## config.mk

```make
export PLATFORM = sky130hd
export DESIGN_NAME = ram_reader
export DESIGN_NICKNAME = d
export VERILOG_FILES = /design/src/rtl/ram_reader.sv
export SDC_FILE = /design/constraint.sdc
export NUM_CORES = 1
export LEC_CHECK = 0
export ABC_AREA = 1
export BUFFER_PORTS_ARGS = -buffer_cell sky130_fd_sc_hd__buf_2
export CORE_ASPECT_RATIO = 1.25
export CORE_MARGIN = 8
export CORE_UTILIZATION = 56
export DETAILED_ROUTE_END_ITERATION = 10
export PLACE_DENSITY = 0.8
export SYNTH_ARGS = -nofsm -noshare
export SYNTH_HDL_FRONTEND = slang
export SYNTH_SLANG_ARGS = --single-unit
export TNS_END_PERCENT = 30
```

## constraint.sdc

```tcl
create_clock -name clk -period 1.8 [get_ports clk]
set_input_delay 0.09 -clock clk [delete_from_list [all_inputs] [get_ports clk]]
set_output_delay 0.09 -clock clk [all_outputs]
set_load 0.1 [all_outputs]
```

## src/rtl/ram_reader.sv

```systemverilog
// ram_reader -- read-side master for a single-port RAM.
//
// On a start command the block walks `count` consecutive RAM addresses,
// beginning at `start_address`. The address wraps modulo 2**ADDRESS_BITS.
// The words read are emitted on a valid/ready stream. A 2-entry output FIFO
// absorbs the RAM's 1-cycle registered read latency and downstream
// back-pressure, so the block sustains one word per cycle while out_ready is
// held high.
//
// Ports:
//   clk            rising-edge clock
//   reset          asynchronous, active-high reset
//   start          command strobe, sampled only while idle
//   start_address  first address of the block
//   count          words to read, 0..2**ADDRESS_BITS (0 is ignored)
//   busy           high while a block is in progress (registered)
//   done           one-cycle pulse after the last word is accepted
//   ram_enable     RAM write enable, tied low (read-only master)
//   ram_address    address presented to the RAM
//   ram_data_out   RAM read data, valid one cycle after the address is sampled
//   out_valid      out_data holds a word
//   out_ready      consumer accepts the word when out_valid && out_ready
//   out_data       stream data (FIFO head)
module ram_reader #(
  parameter int ADDRESS_BITS = 6,
  parameter int DATA_BITS    = 8
) (
  input  logic                    clk,
  input  logic                    reset,
  input  logic                    start,
  input  logic [ADDRESS_BITS-1:0] start_address,
  input  logic [ADDRESS_BITS:0]   count,
  output logic                    busy,
  output logic                    done,
  output logic                    ram_enable,
  output logic [ADDRESS_BITS-1:0] ram_address,
  input  logic [DATA_BITS-1:0]    ram_data_out,
  output logic                    out_valid,
  input  logic                    out_ready,
  output logic [DATA_BITS-1:0]    out_data
);

  typedef enum logic [1:0] {
    S_IDLE,   // waiting for a start command
    S_READ,   // reads remain to be issued
    S_DRAIN   // all reads issued; waiting for the FIFO and in-flight read to empty
  } state_e;

  state_e                  state_q, state_d;
  logic [ADDRESS_BITS-1:0] addr_q, addr_d;
  logic [ADDRESS_BITS:0]   issue_left_q, issue_left_d;
  logic [ADDRESS_BITS:0]   words_left_q, words_left_d;
  logic                    inflight_q, inflight_d;
  logic                    busy_q, busy_d;
  logic                    done_q, done_d;

  // Two-entry FIFO. When the FIFO is full, rd_ptr_q equals wr_ptr_q.
  logic [DATA_BITS-1:0]    fifo_q [2];
  logic                    rd_ptr_q, rd_ptr_d;
  logic                    wr_ptr_q, wr_ptr_d;
  logic [1:0]              occ_q, occ_d;

  logic                    push;
  logic                    pop;
  logic                    issue;
  logic [2:0]              pending;

  assign ram_enable  = 1'b0;
  assign ram_address = addr_q;
  assign out_valid   = (occ_q != 2'd0);
  assign out_data    = fifo_q[rd_ptr_q];
  assign busy        = busy_q;
  assign done        = done_q;

  // A read issued at the previous edge returns its data now.
  assign push    = inflight_q;
  assign pop     = out_valid && out_ready;
  // Words held in the FIFO plus the read in flight. A new read is issued
  // only if its word is guaranteed a FIFO slot when it returns. That is the
  // case when pending - pop < 2, rewritten here as pending < 2 + pop.
  assign pending = {1'b0, occ_q} + {2'b00, inflight_q};
  assign issue   = (state_q == S_READ) && (pending < (3'd2 + {2'b00, pop}));

  always_comb begin
    // NOTE: every variable gets a default first, so no path through the
    // case statement leaves a value unassigned and no latch is inferred.
    state_d      = state_q;
    addr_d       = addr_q;
    issue_left_d = issue_left_q;
    words_left_d = words_left_q;
    inflight_d   = issue;
    done_d       = 1'b0;
    occ_d        = occ_q + {1'b0, push} - {1'b0, pop};
    rd_ptr_d     = rd_ptr_q ^ pop;
    wr_ptr_d     = wr_ptr_q ^ push;

    unique case (state_q)
      S_IDLE: begin
        if (start && (count != '0)) begin
          addr_d       = start_address;
          issue_left_d = count;
          words_left_d = count;
          state_d      = S_READ;
        end
      end
      S_READ: begin
        if (issue) begin
          addr_d       = addr_q + ADDRESS_BITS'(1);
          issue_left_d = issue_left_q - (ADDRESS_BITS + 1)'(1);
          if (issue_left_q == (ADDRESS_BITS + 1)'(1)) state_d = S_DRAIN;
        end
      end
      S_DRAIN: ;
      default: state_d = S_IDLE;
    endcase

    // The block completes when its last word handshakes. The same edge
    // returns the FSM to idle, so a new start is accepted while done is high.
    if (pop && (state_q != S_IDLE)) begin
      words_left_d = words_left_q - (ADDRESS_BITS + 1)'(1);
      if (words_left_q == (ADDRESS_BITS + 1)'(1)) begin
        state_d = S_IDLE;
        done_d  = 1'b1;
      end
    end

    busy_d = (state_d != S_IDLE);
  end

  // NOTE: sequential state uses non-blocking assignments only, so every
  // register samples the values from before the clock edge.
  always_ff @(posedge clk or posedge reset) begin
    if (reset) begin
      state_q      <= S_IDLE;
      addr_q       <= '0;
      issue_left_q <= '0;
      words_left_q <= '0;
      inflight_q   <= 1'b0;
      busy_q       <= 1'b0;
      done_q       <= 1'b0;
      rd_ptr_q     <= 1'b0;
      wr_ptr_q     <= 1'b0;
      occ_q        <= 2'd0;
    end else begin
      state_q      <= state_d;
      addr_q       <= addr_d;
      issue_left_q <= issue_left_d;
      words_left_q <= words_left_d;
      inflight_q   <= inflight_d;
      busy_q       <= busy_d;
      done_q       <= done_d;
      rd_ptr_q     <= rd_ptr_d;
      wr_ptr_q     <= wr_ptr_d;
      occ_q        <= occ_d;
    end
  end

  // NOTE: the FIFO storage is cleared on reset so that out_data reads 0 after
  // reset. The two entries cost little to reset.
  always_ff @(posedge clk or posedge reset) begin
    if (reset) begin
      fifo_q[0] <= '0;
      fifo_q[1] <= '0;
    end else if (push) begin
      fifo_q[wr_ptr_q] <= ram_data_out;
    end
  end

endmodule
```

* After elaboration in Yosys (flattened, before gate mapping)
Cells that the tools add are included.
** Word-level totals
- Word-level logic and storage cells :: 70
- Output and inout bits :: 18
- Input port bits :: 25
- Register bits after elaboration :: 45
** Cells by class
- $add $sub $neg :: 7
- Bitwise logic cells :: 4
- Eq/ne operators :: 6
- Reduce and logical (&&, ||, !) cells :: 15
- Mux-type cells :: 22
- Order comparisons :: 4
** Operator list (count)
- 8-bit two-way mux :: 4
- 7-bit two-way mux :: 4
- 16-bit bitwise mux :: 1
- 7-bit by 1-bit == test with 1-bit output, second input constant :: 2
- 7-bit one-hot mux with 2 select lines :: 1
- 7-bit by 1-bit subtractor with 7-bit output, second input constant :: 2
- 6-bit two-way mux :: 2
- 6-bit one-hot mux with 2 select lines :: 1
- 2-bit nonzero test :: 6
- 2-bit two-way mux :: 5
- 8-bit demux with 1-bit select :: 1
- 7-bit nonzero test :: 1
- 6-bit by 1-bit adder with 6-bit output, second input constant :: 1
- 2-bit one-hot mux with 3 select lines :: 1
- 1-bit logical AND :: 5
- 2-bit >= comparator, second input constant :: 2
- 2-bit != test, second input constant :: 2
- 1-bit inverter with 2-bit output :: 2
- 2-bit by 1-bit adder with 3-bit output :: 1
- 2-bit by 1-bit adder with 3-bit output, first input constant :: 1
- 3-bit less-than comparator :: 1
- 3-bit AND reduction :: 1
- 2-bit by 1-bit adder with 2-bit output :: 1
- 2-bit by 1-bit == test with 1-bit output, second input constant :: 1
- other kinds (7) :: 9

* Depth between registers and ports, before layout
Gate-level depths: netlist (run 1).
- Word-level depth :: 10
- Mapped depth :: 9
- Gate-level depth less buffers :: 9

* Worst setup path after synthesis (run 1)
Ideal clock, no wire load.
- Kind :: reg-to-output
- Start point :: register rd_ptr_q
- End point :: output out_data[5]
- Slack :: -1.121 ns
- Path buffers :: 2
- Arrival time :: 2.831 ns
- Stages on the path, launching flop included :: 4
- Data required time :: 1.710 ns
- Path through :: dfrtp_1 > clkbuf_1 > clkbuf_1 > o21ai_0
** Between the ends
- Cells in the longest elaborated chain, start to end :: 4
** Ends and longest elaborated chain
- start, declared :: line 59 : logic rd_ptr_q, rd_ptr_d;
- start signal, assigned :: line 152 : rd_ptr_q <= rd_ptr_d;
- 1-bit inverter with 2-bit output (implied by the code) :: line 71 : assign out_data = fifo_q[rd_ptr_q];
- 8-bit two-way mux (implied by the code) (3 in series) :: line 71
- end, declared :: line 40 : output logic [DATA_BITS-1:0] out_data
Every way passes these cells. The select of a mux whose other input is x is not followed.

* Final worst setup path (run 1)
- Start point :: register inflight_q
- End point :: register issue_left_q[1]
** Between the ends
- Cells in the longest elaborated chain, start to end :: 5
** Ends and longest elaborated chain
- start, declared :: line 53 : logic inflight_q, inflight_d;
- start signal, assigned :: line 149 : inflight_q <= inflight_d;
- 2-bit by 1-bit adder with 3-bit output :: line 81 : assign pending = {1'b0, occ_q} + {2'b00, inflight_q};
- 3-bit less-than comparator :: line 82 : assign issue = (state_q == S_READ) && (pending < (3'd2 + {2'b00, pop}));
- 1-bit logical AND :: line 82
- 2-bit != test (no source line)
- 3-bit AND reduction (no source line)
- end signal, assigned :: line 147 : issue_left_q <= issue_left_d;
- end, declared :: line 51 : logic [ADDRESS_BITS:0] issue_left_q, issue_left_d;
Every way passes these cells.
A chain may end at the register's enable or synchronous reset.

==> out/metrics.csv, run 1 <==
stage,metric,value,unit
min_path,hold_class,in -> reg,
critical_path,critPathMaxFanout,20,
timing,fin_skew,0.00811,ns
timing,max_slew_margin,0.624,
floorplan,fp.dieH,91.7,microns
detailed_routing,drt_iter0_drc,95,
clock_network,clkSinkCount,45,
critical_path,path_buf_inv,1,
yosys,syn_area,2570,sq um
yosys,yosysTopAreaCellShare,0.438,
yosys,syn_avg_cell_area,7.98,sq um
timing,worst_slew_pin_slew,0.564,ns
critical_path,r2r_slack,0.20,ns
timing,grt_setup_unrepaired,no,
critical_path,cp-end-kind,flip-flop,
floorplan,die_w,76.6,microns
global_routing,grt_pass1_wl,9.79,mm
yosys,synth_cell_type_count,29,
floorplan,start_util,0.580,
clock_network,htree_levels,2,
detailed_routing,first_pass_iters,4,
cells_and_area,area_growth,15.9,%
floorplan,rows,27,
critical_path,worstSetupStartpoint,inflight_q$_DFF_PP0_,
clock_network,cts.reportedPaths.clkPinSlew,0.09,ns
critical_path,cp.depth,8,
timing,slew_violations,0,
cells_and_area,final_cell_mix,"91 x nand2_1, 44 x dfrtp_1, 41 x buf_2",
yosys,synth_largest_area_cell,dfrtp_1,
timing,max_freq,626,MHz
critical_path,critical_path_required,2.02,ns
clock_network,tritoncts,yes,
clock_network,clk_latency,0.30,ns
detailed_routing,wl_per_cell,13.0,microns
outcome,status,"finished, final reports clean",
clock_network,numCtsBuffers,5,
timing,final-setup-viol-count,0,
yosys,postSynthCellCount,322,
critical_path,arrival,1.82,ns
timing,post-route-min-period,1.60,ns
timing,hold_ws,0.0122,ns
yosys,synth_warnings,0,
critical_path,start_kind,flip-flop,
detailed_routing,viasPerCell,5.16,
critical_path,regToRegEndpoint,issue_left_q[1]$_DFFE_PP0P_,
critical_path,cp_cell_sequence,"ha_1, ha_1, nand2_2, nand3_4, nand2_2, buf_12, nand2_1, o21ai_1",
critical_path,critPathMaxStageDelay,0.43,ns
critical_path,criticalPathCategory,reg -> reg,
cells_and_area,n_antenna_cell,0,
cells_and_area,layout_commonest_cell,nand2_1,
global_routing,grt_usage,0.168,
critical_path,endpoint,issue_left_q[1]$_DFFE_PP0P_,
placement,gp_congestion,0.823,
global_routing,grt_overflow,0,
detailed_routing,antenna_left,0,
detailed_routing,routed_wl,5.55,mm
critical_path,r2r_cells,8,
cells_and_area,nFillCells,383,
timing,post-route-period-util,0.888,
floorplan,core,4430,sq um
detailed_routing,drcViolationCount,0,
cells_and_area,nets,404,
placement,hpwl,4.19,mm
global_routing,grt_pass1_vias,2250,
yosys,synth_nets,358,
floorplan,die_area,7020,sq um
critical_path,cpMaxStageDelayCell,dfrtp_1,
global_routing,antenna_found_initial,0,
yosys,synthTopCellsByArea,"dfrtp_1 44%, nand2_1 13%, nand3_1 6.0%",
global_routing,grt_max_degree,46,
critical_path,reg2reg_from,inflight_q$_DFF_PP0_,
yosys,ys_ff_latch,45,
clock_network,root_buffer,clkbuf_8,
floorplan,io_pins,43,
timing,hold_violations,0,
placement,io_buffers,41,
detailed_routing,dr_total_vias,2202,
clock_network,cts_buffer_depth,2,
yosys,ys_seq_area_frac,0.438,
cells_and_area,drive_gt1_frac,0.228,
job,max_cap_violations,0,
critical_path,crit_family,adder cells,
## cells in the mapped netlist (all sizes together)
library cell	n
nand2	94
nand4	8
nand3	33
conb	1
ha	11
xor2	1
or2	1
inv	46
mux2	8
a31oi	1
o21ai	38
clkbuf	4
a21oi	1
o21bai	1
buf	6
xnor2	2
nor2	21
dfrtp	45
## worst reg2reg max path: stages, from the launching register on
cell	delay [ns]
dfrtp_1	0.43
ha_1	0.22
ha_1	0.28
nand2_2	0.11
nand3_4	0.08
nand2_2	0.09
buf_12	0.16
nand2_1	0.06
o21ai_1	0.08
## metrics by stage
stage                     setup WS (ns)  cell area, sq um  utilization  std cells  TNS, ns
after floorplan                  -0.387              2570            -        322    -1.86
after global placement            0.300              2840        0.641        417        0
after detailed placement          0.222              2840        0.641        417        0
after CTS                        0.0364              2980        0.673        427        0
after global routing             0.0977              2980        0.673        427        0
final                             0.201              2980        0.673        427        0
## worst min path at each step
stage                        endpoint  slack, ns       startpoint  cells past startpoint
6_report       fifo_q[10]$_DFFE_PP0P_       0.01  ram_data_out[2]                      3
3_5_place_dp   fifo_q[15]$_DFFE_PP0P_       0.27            reset                      3
3_3_place_gp   fifo_q[15]$_DFFE_PP0P_       0.26            reset                      3
5_1_grt         fifo_q[9]$_DFFE_PP0P_       0.01  ram_data_out[1]                      3
4_1_cts         fifo_q[8]$_DFFE_PP0P_      0.003  ram_data_out[0]                      3
2_1_floorplan  fifo_q[10]$_DFFE_PP0P_       0.21  ram_data_out[2]                      2
## cell type report
| cell class | count | area, sq um | share of cell area |
|---|---|---|---|
| Multi-Input combinational cell | 221 | 1200 | 0.403 |
| Inverter | 46 | 175 | 0.0588 |
| Tap cell | 58 | 72.6 | 0.0244 |
| Sequential cell | 45 | 1130 | 0.379 |
| Clock buffer | 6 | 82.6 | 0.0277 |
| Clock inverter | 2 | 37.5 | 0.0126 |
| Timing Repair Buffer | 49 | 283 | 0.0950 |
## logic make-up after synthesis
| logic type | synth area share |
|---|---|
| AO/OA/AOI/OAI | 0.0887 |
| buffers and inverters | 0.0945 |
| other | 0.00146 |
| multiplexers | 0.0351 |
| adder cells (fa/ha/maj) | 0.0536 |
| AND/OR/NAND/NOR | 0.278 |
| XOR/XNOR | 0.0102 |
| flip-flops | 0.438 |
## registers in the layout, summed over array words and instances, names as in the netlist, 2 cells and up
name          cells
occ_q             2
state_q           2
words_left_q      7
fifo_q           16
issue_left_q      7
ram_address       6
## layer usage
layer	track usage	wire, microns	vias to the layer above
met3	0.0420	302	9
met4	0.0852	123	0
met5	0	0	-
met1	0.194	2440	1008
met2	0.283	2690	64
li1	-	-	1121
## timing repair
| item | in CTS | in global routing |
|---|---|---|
| hold buffers | 2 | 0 |
| setup endpoints to repair | 0 | 8 |
| endpoints found under the hold margin | 46 | 0 |
| setup buffers | 0 | 0 |
| gates resized for setup | 0 | 1 |
Power of run 1 is not shown: default switching activity piles up to over one toggle a cycle in this logic, so the estimate is an artifact.
==> inputs of run 2 (changes only) <==
--- a/config.mk
+++ b/config.mk
@@ -5,12 +5,13 @@
 export SDC_FILE = /design/constraint.sdc
 export NUM_CORES = 1
 export LEC_CHECK = 0
-export ABC_AREA = 1
+export ABC_AREA = 0
 export BUFFER_PORTS_ARGS = -buffer_cell sky130_fd_sc_hd__buf_2
 export CORE_ASPECT_RATIO = 1.25
 export CORE_MARGIN = 8
-export CORE_UTILIZATION = 56
+export CORE_UTILIZATION = 55
 export DETAILED_ROUTE_END_ITERATION = 10
+export HOLD_SLACK_MARGIN = 0.1
 export PLACE_DENSITY = 0.8
 export SYNTH_ARGS = -nofsm -noshare
 export SYNTH_HDL_FRONTEND = slang
==> run 2 against run 1 <==
The flow now finishes with violations (negative setup slack). Clock skew grew 0.0015 ns. Sequential share of layout area shrank 1.5 points. Routed wire length grew 5.2%. Worst hold slack gained 0.075 ns. Design area grew 4.2%. Global-route usage grew 1.8 points. Core utilization grew 7.8 points. Cell count shrank 17%. Count of clock-buffer cells in the layout shrank 1. Register-to-register slack lost 0.23 ns. Via count shrank 7.4%. Critical path type unchanged.
==> out/metrics.csv, run 2 <==
stage,metric,value,unit,change
yosys,syn_avg_cell_area,10.6,sq um,was 7.98 sq um
placement,io_buffers,41,,unchanged
outcome,failed_checks,negative setup slack,,
yosys,synth_common_cells,"45 x dfrtp_1, 24 x mux2_2, 21 x nand2_1",,"was 91 x nand2_1, 45 x dfrtp_1, 41 x inv_1"
global_routing,grt_max_degree,22,,was 46
timing,max_freq,546,MHz,was 626 MHz
cells_and_area,final_cell_mix,"43 x dfrtp_1, 41 x buf_2, 24 x mux2_2",,"was 91 x nand2_1, 44 x dfrtp_1, 41 x buf_2"
yosys,async_flop_share,1.00,,unchanged
placement,hpwl,4.11,mm,was 4.19 mm
timing,post-route-min-period,1.83,ns,was 1.60 ns
detailed_routing,routed_wl,5.84,mm,was 5.55 mm
timing,fin_skew,0.00964,ns,was 0.00811 ns
yosys,ys_ff_latch,45,,unchanged
timing,post-route-period-util,1.02,,was 0.888
global_routing,grt_pass1_vias,2064,,was 2250
detailed_routing,antenna_left,0,,unchanged
floorplan,core,4130,sq um,was 4430 sq um
critical_path,cp_cell_sequence,"ha_2, ha_4, o21a_4, o31a_1, buf_4, nor3_2, a221o_1",,"was ha_1, ha_1, nand2_2, nand3_4, nand2_2, buf_12, nand2_1, o21ai_1"
yosys,synthTopCellsByArea,"dfrtp_1 47%, mux2_2 11%, ha_1 5.8%",,"was dfrtp_1 44%, nand2_1 13%, nand3_1 6.0%"
detailed_routing,viasPerCell,5.73,,was 5.16
critical_path,critPathMaxFanout,4,,was 20
cells_and_area,n_antenna_cell,0,,unchanged
critical_path,criticalPathCategory,reg -> reg,,unchanged
clock_network,cts_buffer_depth,2,,unchanged
critical_path,arrival,2.02,ns,was 1.82 ns
yosys,yosysMostFrequentCell,dfrtp_1,,was nand2_1
timing,grt_setup_unrepaired,yes,,was no
clock_network,cts.reportedPaths.clkPinSlew,0.09,ns,about the same
detailed_routing,drt_iter0_drc,82,,was 95
detailed_routing,wl_per_cell,16.4,microns,was 13.0 microns
critical_path,critPathMaxStageDelay,0.40,ns,was 0.43 ns
critical_path,crit_family,compound AO/OA/AOI/OAI gates,,was adder cells
detailed_routing,first_pass_iters,4,,unchanged
floorplan,rows,26,,was 27
clock_network,tritoncts,yes,,unchanged
global_routing,grt_usage,0.186,,was 0.168
cells_and_area,drive_gt1_frac,0.400,,was 0.228
timing,final-setup-viol-count,2,,was 0
yosys,synth_largest_area_cell,dfrtp_1,,unchanged
cells_and_area,area_growth,30.6,%,was 15.9%
cells_and_area,largest_reg_flops,16,,unchanged
timing,max_slew_margin,0.646,,was 0.624
timing,hold_violations,0,,unchanged
yosys,synth_cell_type_count,46,,was 29
timing,hold_ws,0.0874,ns,was 0.0122 ns
floorplan,io_pins,43,,unchanged
yosys,synth-main-ff-cell,dfrtp_1,,unchanged
cells_and_area,nets,336,,was 404
clock_network,numCtsBuffers,5,,unchanged
placement,gp_congestion,0.884,,was 0.823
yosys,syn_area,2380,sq um,was 2570 sq um
yosys,synth_nets,261,,was 358
yosys,synth_edf_count,0,,unchanged
cells_and_area,largestRegisters,"fifo_q: 16 flops, issue_left_q: 7 flops, words_left_q: 7 flops",,unchanged
floorplan,fp.dieH,89.5,microns,was 91.7 microns
floorplan,start_util,0.575,,was 0.580
critical_path,cpMaxStageDelayCell,dfrtp_1,,unchanged
global_routing,grt_overflow,0,,unchanged
critical_path,critical_path_required,1.98,ns,was 2.02 ns
critical_path,cp-end-kind,flip-flop,,unchanged
clock_network,clkSinkCount,45,,unchanged
detailed_routing,drcViolationCount,0,,unchanged
critical_path,path_buf_inv,1,,unchanged
yosys,yosysTopAreaCellShare,0.474,,was 0.438
global_routing,antenna_found_initial,0,,unchanged
floorplan,die_area,6690,sq um,was 7020 sq um
outcome,status,finished with violations,,"was finished, final reports clean"
clock_network,clk_latency,0.29,ns,was 0.30 ns
critical_path,r2r_slack,-0.03,ns,was 0.20 ns
cells_and_area,regMostFlops,fifo_q,,unchanged
clock_network,htree_levels,2,,unchanged
job,max_cap_violations,0,,unchanged
detailed_routing,dr_total_vias,2040,,was 2202
floorplan,die_w,74.8,microns,was 76.6 microns
critical_path,start_kind,flip-flop,,unchanged
min_path,hold_class,in -> reg,,unchanged
yosys,synth_warnings,0,,unchanged
timing,worst_slew_pin_slew,0.528,ns,was 0.564 ns
yosys,ys_seq_area_frac,0.474,,was 0.438
timing,slew_violations,0,,unchanged
clock_network,root_buffer,clkbuf_8,,unchanged
yosys,postSynthCellCount,225,,was 322
timing,fin_ws,-0.0318,ns,was 0.201 ns
placement,pre_cts_ws,-0.126,ns,was 0.222 ns
timing,fin_setup_tns,-0.0448,ns,was 0 ns
cells_and_area,layout_commonest_cell,dfrtp_1,,was nand2_1
global_routing,grt_pass1_wl,9.48,mm,was 9.79 mm
-- run 2: changes by cell type in the layout (fill, tap and decap cells not counted), sizes merged, moves of 5 or more --
cell,change
nand2,-73
inv,-34
nand3,-28
o21ai,-23
buf,+20
mux2,+16
a21oi,+11
nor2,-10
dlygate4sd3,+9
nor3,+7
nand4,-6
o22ai,+5
-- run 2: per-layer routing --
layer	part of all wire	vias to the layer above	routed length, microns	track usage
li1	-	963	-	-
met1	0.41	994	2390	0.209
met2	0.52	68	3050	0.330
met3	0.045	15	261	0.0314
met4	0.025	0	147	0.0893
met5	0	-	0	0
-- run 2: cells by family after synthesis --
family	after synthesis	synth area share
AO/OA/AOI/OAI	51	0.151
XOR/XNOR	3	0.0111
flip-flops	45	0.474
buffers and inverters	22	0.0384
multiplexers	28	0.131
other	1	0.00158
AND/OR/NAND/NOR	64	0.136
adder cells (fa/ha/maj)	11	0.0579
-- run 2: worst paths after layout --
kind | from | to | cells past startpoint
max | occ_q[0]$_DFF_PP0_ | issue_left_q[2]$_DFFE_PP0P_ | 7
min | start_address[0] | ram_address[0]$_DFFE_PP0P_ | 3
max reg2reg | occ_q[0]$_DFF_PP0_ | issue_left_q[2]$_DFFE_PP0P_ | 7
min reg2reg | fifo_q[1]$_DFFE_PP0P_ | fifo_q[1]$_DFFE_PP0P_ | 1
max in group asynchronous | reset | words_left_q[5]$_DFFE_PP0P_ | 4
min in group asynchronous | reset | fifo_q[0]$_DFFE_PP0P_ | 3
-- run 2: tightest hold or removal path: cells and delay by family --
kind / cells / cell delay (ns)
muxes: 1 / 0.05
buffers and inverters: 1 / 0.08
AOI/OAI and AO/OA: 1 / 0.12
-- run 2: area by class of cell --
type                            count  area (sq um)
Clock inverter                      2          35.0
Sequential cell                    45          1130
Tap cell                           56          70.1
Clock buffer                        5          68.8
Inverter                           12          45.0
Multi-Input combinational cell    158          1230
Fill cell                         295          1030
Timing Repair Buffer               78           529
-- run 2: repair_timing --
item | CTS | global route
hold endpoints to repair | 32 | 0
resized for setup | 9 | 11
setup buffers | 0 | 2
pin swaps | 3 | 8
endpoints found under the setup margin | 10 | 12
hold buffers | 11 | 0
-- run 2: metrics by stage --
step | std cells | util | instance area (sq um)
after floorplan | 225 | - | 2390
after global placement | 336 | 0.678 | 2800
after detailed placement | 336 | 0.678 | 2800
after CTS | 354 | 0.736 | 3040
after global routing | 356 | 0.751 | 3100
final | 356 | 0.751 | 3100
Power of run 2 is left out for the same reason.
==> inputs of run 3 (changes only) <==
==> constraint.sdc (replaced) <==
create_clock -name clk -period 1.8 [get_ports clk]
set_input_delay 0.09 -clock clk [delete_from_list [all_inputs] [get_ports clk]]
set_output_delay 0.09 -clock clk [all_outputs]
set_load 0.02 [all_outputs]
==> run 3 against run 2 <==
The run now ends clean. Critical path type unchanged. Non-clock buffer count is 9 higher. Clock skew is 0.0021 ns lower. Worst setup slack better by 0.072 ns. Global-route usage is 0.42 points higher. Sequential share of layout area is 0.73 points lower. Critical path depth stayed put. Maximum frequency is 4.1% higher. Via count is 1.6% higher. Routed wire length is 5.4% higher. First-iteration DRC count is 37% higher. Worst hold slack better by 0.052 ns. Register-to-register slack better by 0.07 ns.
==> out/metrics.csv, run 3 (synthesized netlist as in run 2, its figures left out) <==
stage,metric,value,unit,change
timing,max_slew_margin,0.592,,was 0.646
timing,fin_skew,0.00759,ns,was 0.00964 ns
placement,pre_cts_ws,-0.106,ns,was -0.126 ns
floorplan,fp.dieH,89.5,microns,unchanged
detailed_routing,wl_per_cell,16.8,microns,was 16.4 microns
cells_and_area,final_util,0.765,,was 0.751
detailed_routing,drcViolationCount,0,,unchanged
critical_path,cp-end-kind,flip-flop,,unchanged
timing,max_freq,568,MHz,was 546 MHz
timing,hold_ws,0.139,ns,was 0.0874 ns
power_and_ir_drop,p_sw_frac,0.422,,
power_and_ir_drop,switching_power,2.67,mW,
clock_network,tritoncts,yes,,unchanged
cells_and_area,n_antenna_cell,0,,unchanged
timing,post-route-period-util,0.977,,was 1.02
global_routing,grt_usage,0.190,,was 0.186
timing,worst_slew_pin_slew,0.608,ns,was 0.528 ns
global_routing,grt_pass1_vias,2103,,was 2064
power_and_ir_drop,power.density,2000,nW/um^2,
cells_and_area,layout_commonest_cell,dfrtp_1,,unchanged
clock_network,clk_latency,0.30,ns,was 0.29 ns
global_routing,grt_overflow,0,,unchanged
placement,dpl_cell_area,2820,sq um,was 2800 sq um
detailed_routing,routed_wl,6.16,mm,was 5.84 mm
critical_path,critical_path_required,2.03,ns,was 1.98 ns
detailed_routing,drt_iter0_drc,112,,was 82
floorplan,die_w,74.8,microns,unchanged
clock_network,root_buffer,clkbuf_8,,unchanged
critical_path,r2r_slack,0.04,ns,was -0.03 ns
job,max_cap_violations,0,,unchanged
placement,gp_congestion,0.876,,was 0.884
critical_path,criticalPathCategory,reg -> reg,,unchanged
detailed_routing,viasPerCell,5.66,,was 5.73
cells_and_area,area_growth,33.0,%,was 30.6%
cells_and_area,final_cell_mix,"45 x dfrtp_1, 42 x buf_2, 25 x buf_4",,"was 43 x dfrtp_1, 41 x buf_2, 24 x mux2_2"
cells_and_area,regMostFlops,fifo_q,,unchanged
power_and_ir_drop,power_frac_seq,0.306,,
power_and_ir_drop,pwr-share-clk,0.101,,
critical_path,critPathMaxFanout,5,,was 4
cells_and_area,final_area,3160,sq um,was 3100 sq um
global_routing,antenna_found_initial,0,,unchanged
cells_and_area,largestRegisters,"fifo_q: 16 flops, issue_left_q: 7 flops, words_left_q: 7 flops",,unchanged
cells_and_area,nets,345,,was 336
cells_and_area,multi_input_area,1220,sq um,was 1230 sq um
clock_network,cts_buffer_depth,2,,unchanged
timing,slew_violations,0,,unchanged
clock_network,numCtsBuffers,5,,unchanged
power_and_ir_drop,combPwrFrac,0.593,,
cells_and_area,nFillCells,294,,was 295
clock_network,htree_levels,2,,unchanged
power_and_ir_drop,p_int,3.65,mW,
critical_path,start_kind,flip-flop,,unchanged
floorplan,start_util,0.575,,unchanged
cells_and_area,largest_reg_flops,16,,unchanged
placement,io_buffers,41,,unchanged
cells_and_area,final-seq-area,1130,sq um,about the same
global_routing,grt_pass1_wl,9.80,mm,was 9.48 mm
power_and_ir_drop,power.total,6.32,mW,
timing,hold_violations,0,,unchanged
timing,fin_ws,0.0405,ns,was -0.0318 ns
detailed_routing,first_pass_iters,4,,unchanged
floorplan,io_pins,43,,unchanged
global_routing,grt_max_degree,32,,was 22
floorplan,die_area,6690,sq um,unchanged
timing,grt_setup_unrepaired,yes,,unchanged
critical_path,arrival,1.99,ns,was 2.02 ns
floorplan,rows,26,,unchanged
placement,dpl.cell_count,337,,was 336
min_path,hold_class,in -> reg,,unchanged
outcome,status,"finished, final reports clean",,was finished with violations
power_and_ir_drop,p_leak,1.46,nW,
timing,post-route-min-period,1.76,ns,was 1.83 ns
placement,hpwl,4.23,mm,was 4.11 mm
clock_network,clkSinkCount,45,,unchanged
detailed_routing,dr_total_vias,2072,,was 2040
power_and_ir_drop,ir_drop,1.33,mV,
cells_and_area,drive_gt1_frac,0.390,,was 0.400
clock_network,cts.reportedPaths.clkPinSlew,0.09,ns,about the same
timing,final-setup-viol-count,0,,was 2
floorplan,core,4130,sq um,unchanged
timing,fin_setup_tns,0,ns,was -0.0448 ns
detailed_routing,antenna_left,0,,unchanged
cells_and_area,final_cell_count_no_fill,366,,was 356
run 3: power by group through the flow:
stage | combinational, mW | clock (mW) | sequential [mW]
2_1_floorplan | 2.25 | 0 | 1.91
3_3_place_gp | 3.25 | 0 | 1.89
3_5_place_dp | 3.35 | 0 | 1.93
4_1_cts | 3.51 | 0.653 | 1.91
5_1_grt | 4.06 | 0.698 | 2.01
6_report | 3.75 | 0.639 | 1.94
run 3: area by class of cell:
cell class / instances / share of cell area
Multi-Input combinational cell: 158 / 0.385
Sequential cell: 45 / 0.356
Timing Repair Buffer: 87 / 0.194
Tap cell: 56 / 0.0222
Clock buffer: 5 / 0.0218
Inverter: 12 / 0.0143
Clock inverter: 3 / 0.00673
run 3: path summary, 6_finish.rpt:
check	from	endpoint	cells after the start
max	inflight_q$_DFF_PP0_	ram_address[5]$_DFFE_PP0P_	7
min	start_address[4]	ram_address[4]$_DFFE_PP0P_	3
max reg2reg	inflight_q$_DFF_PP0_	ram_address[5]$_DFFE_PP0P_	7
min reg2reg	fifo_q[8]$_DFFE_PP0P_	fifo_q[8]$_DFFE_PP0P_	1
max in group asynchronous	reset	occ_q[1]$_DFF_PP0_	4
min in group asynchronous	reset	words_left_q[2]$_DFFE_PP0P_	3
run 3: what timing repair did:
item	CTS	global route
hold buffers	15	1
setup buffers	3	1
hold endpoints to repair	36	1
endpoints found under the setup margin	6	16
gates cloned	0	1
pin swaps	3	7
resized for setup	4	9
run 3: layer usage:
metal	up-vias	global-route usage	routed length, microns
met4	0	0.0804	83
met3	7	0.0393	254
met2	58	0.343	3270
met1	1019	0.209	2540
li1	988	-	-
met5	-	0	0
run 3: worst max-delay path, cell delays in order, from the launching register on:
cell	delay, ns
dfrtp_1	0.40
ha_2	0.20
ha_4	0.21
o21a_4	0.13
o31a_1	0.35
buf_6	0.16
a21oi_2	0.09
a2bb2oi_1	0.15
(Power assumes the default switching activity.)
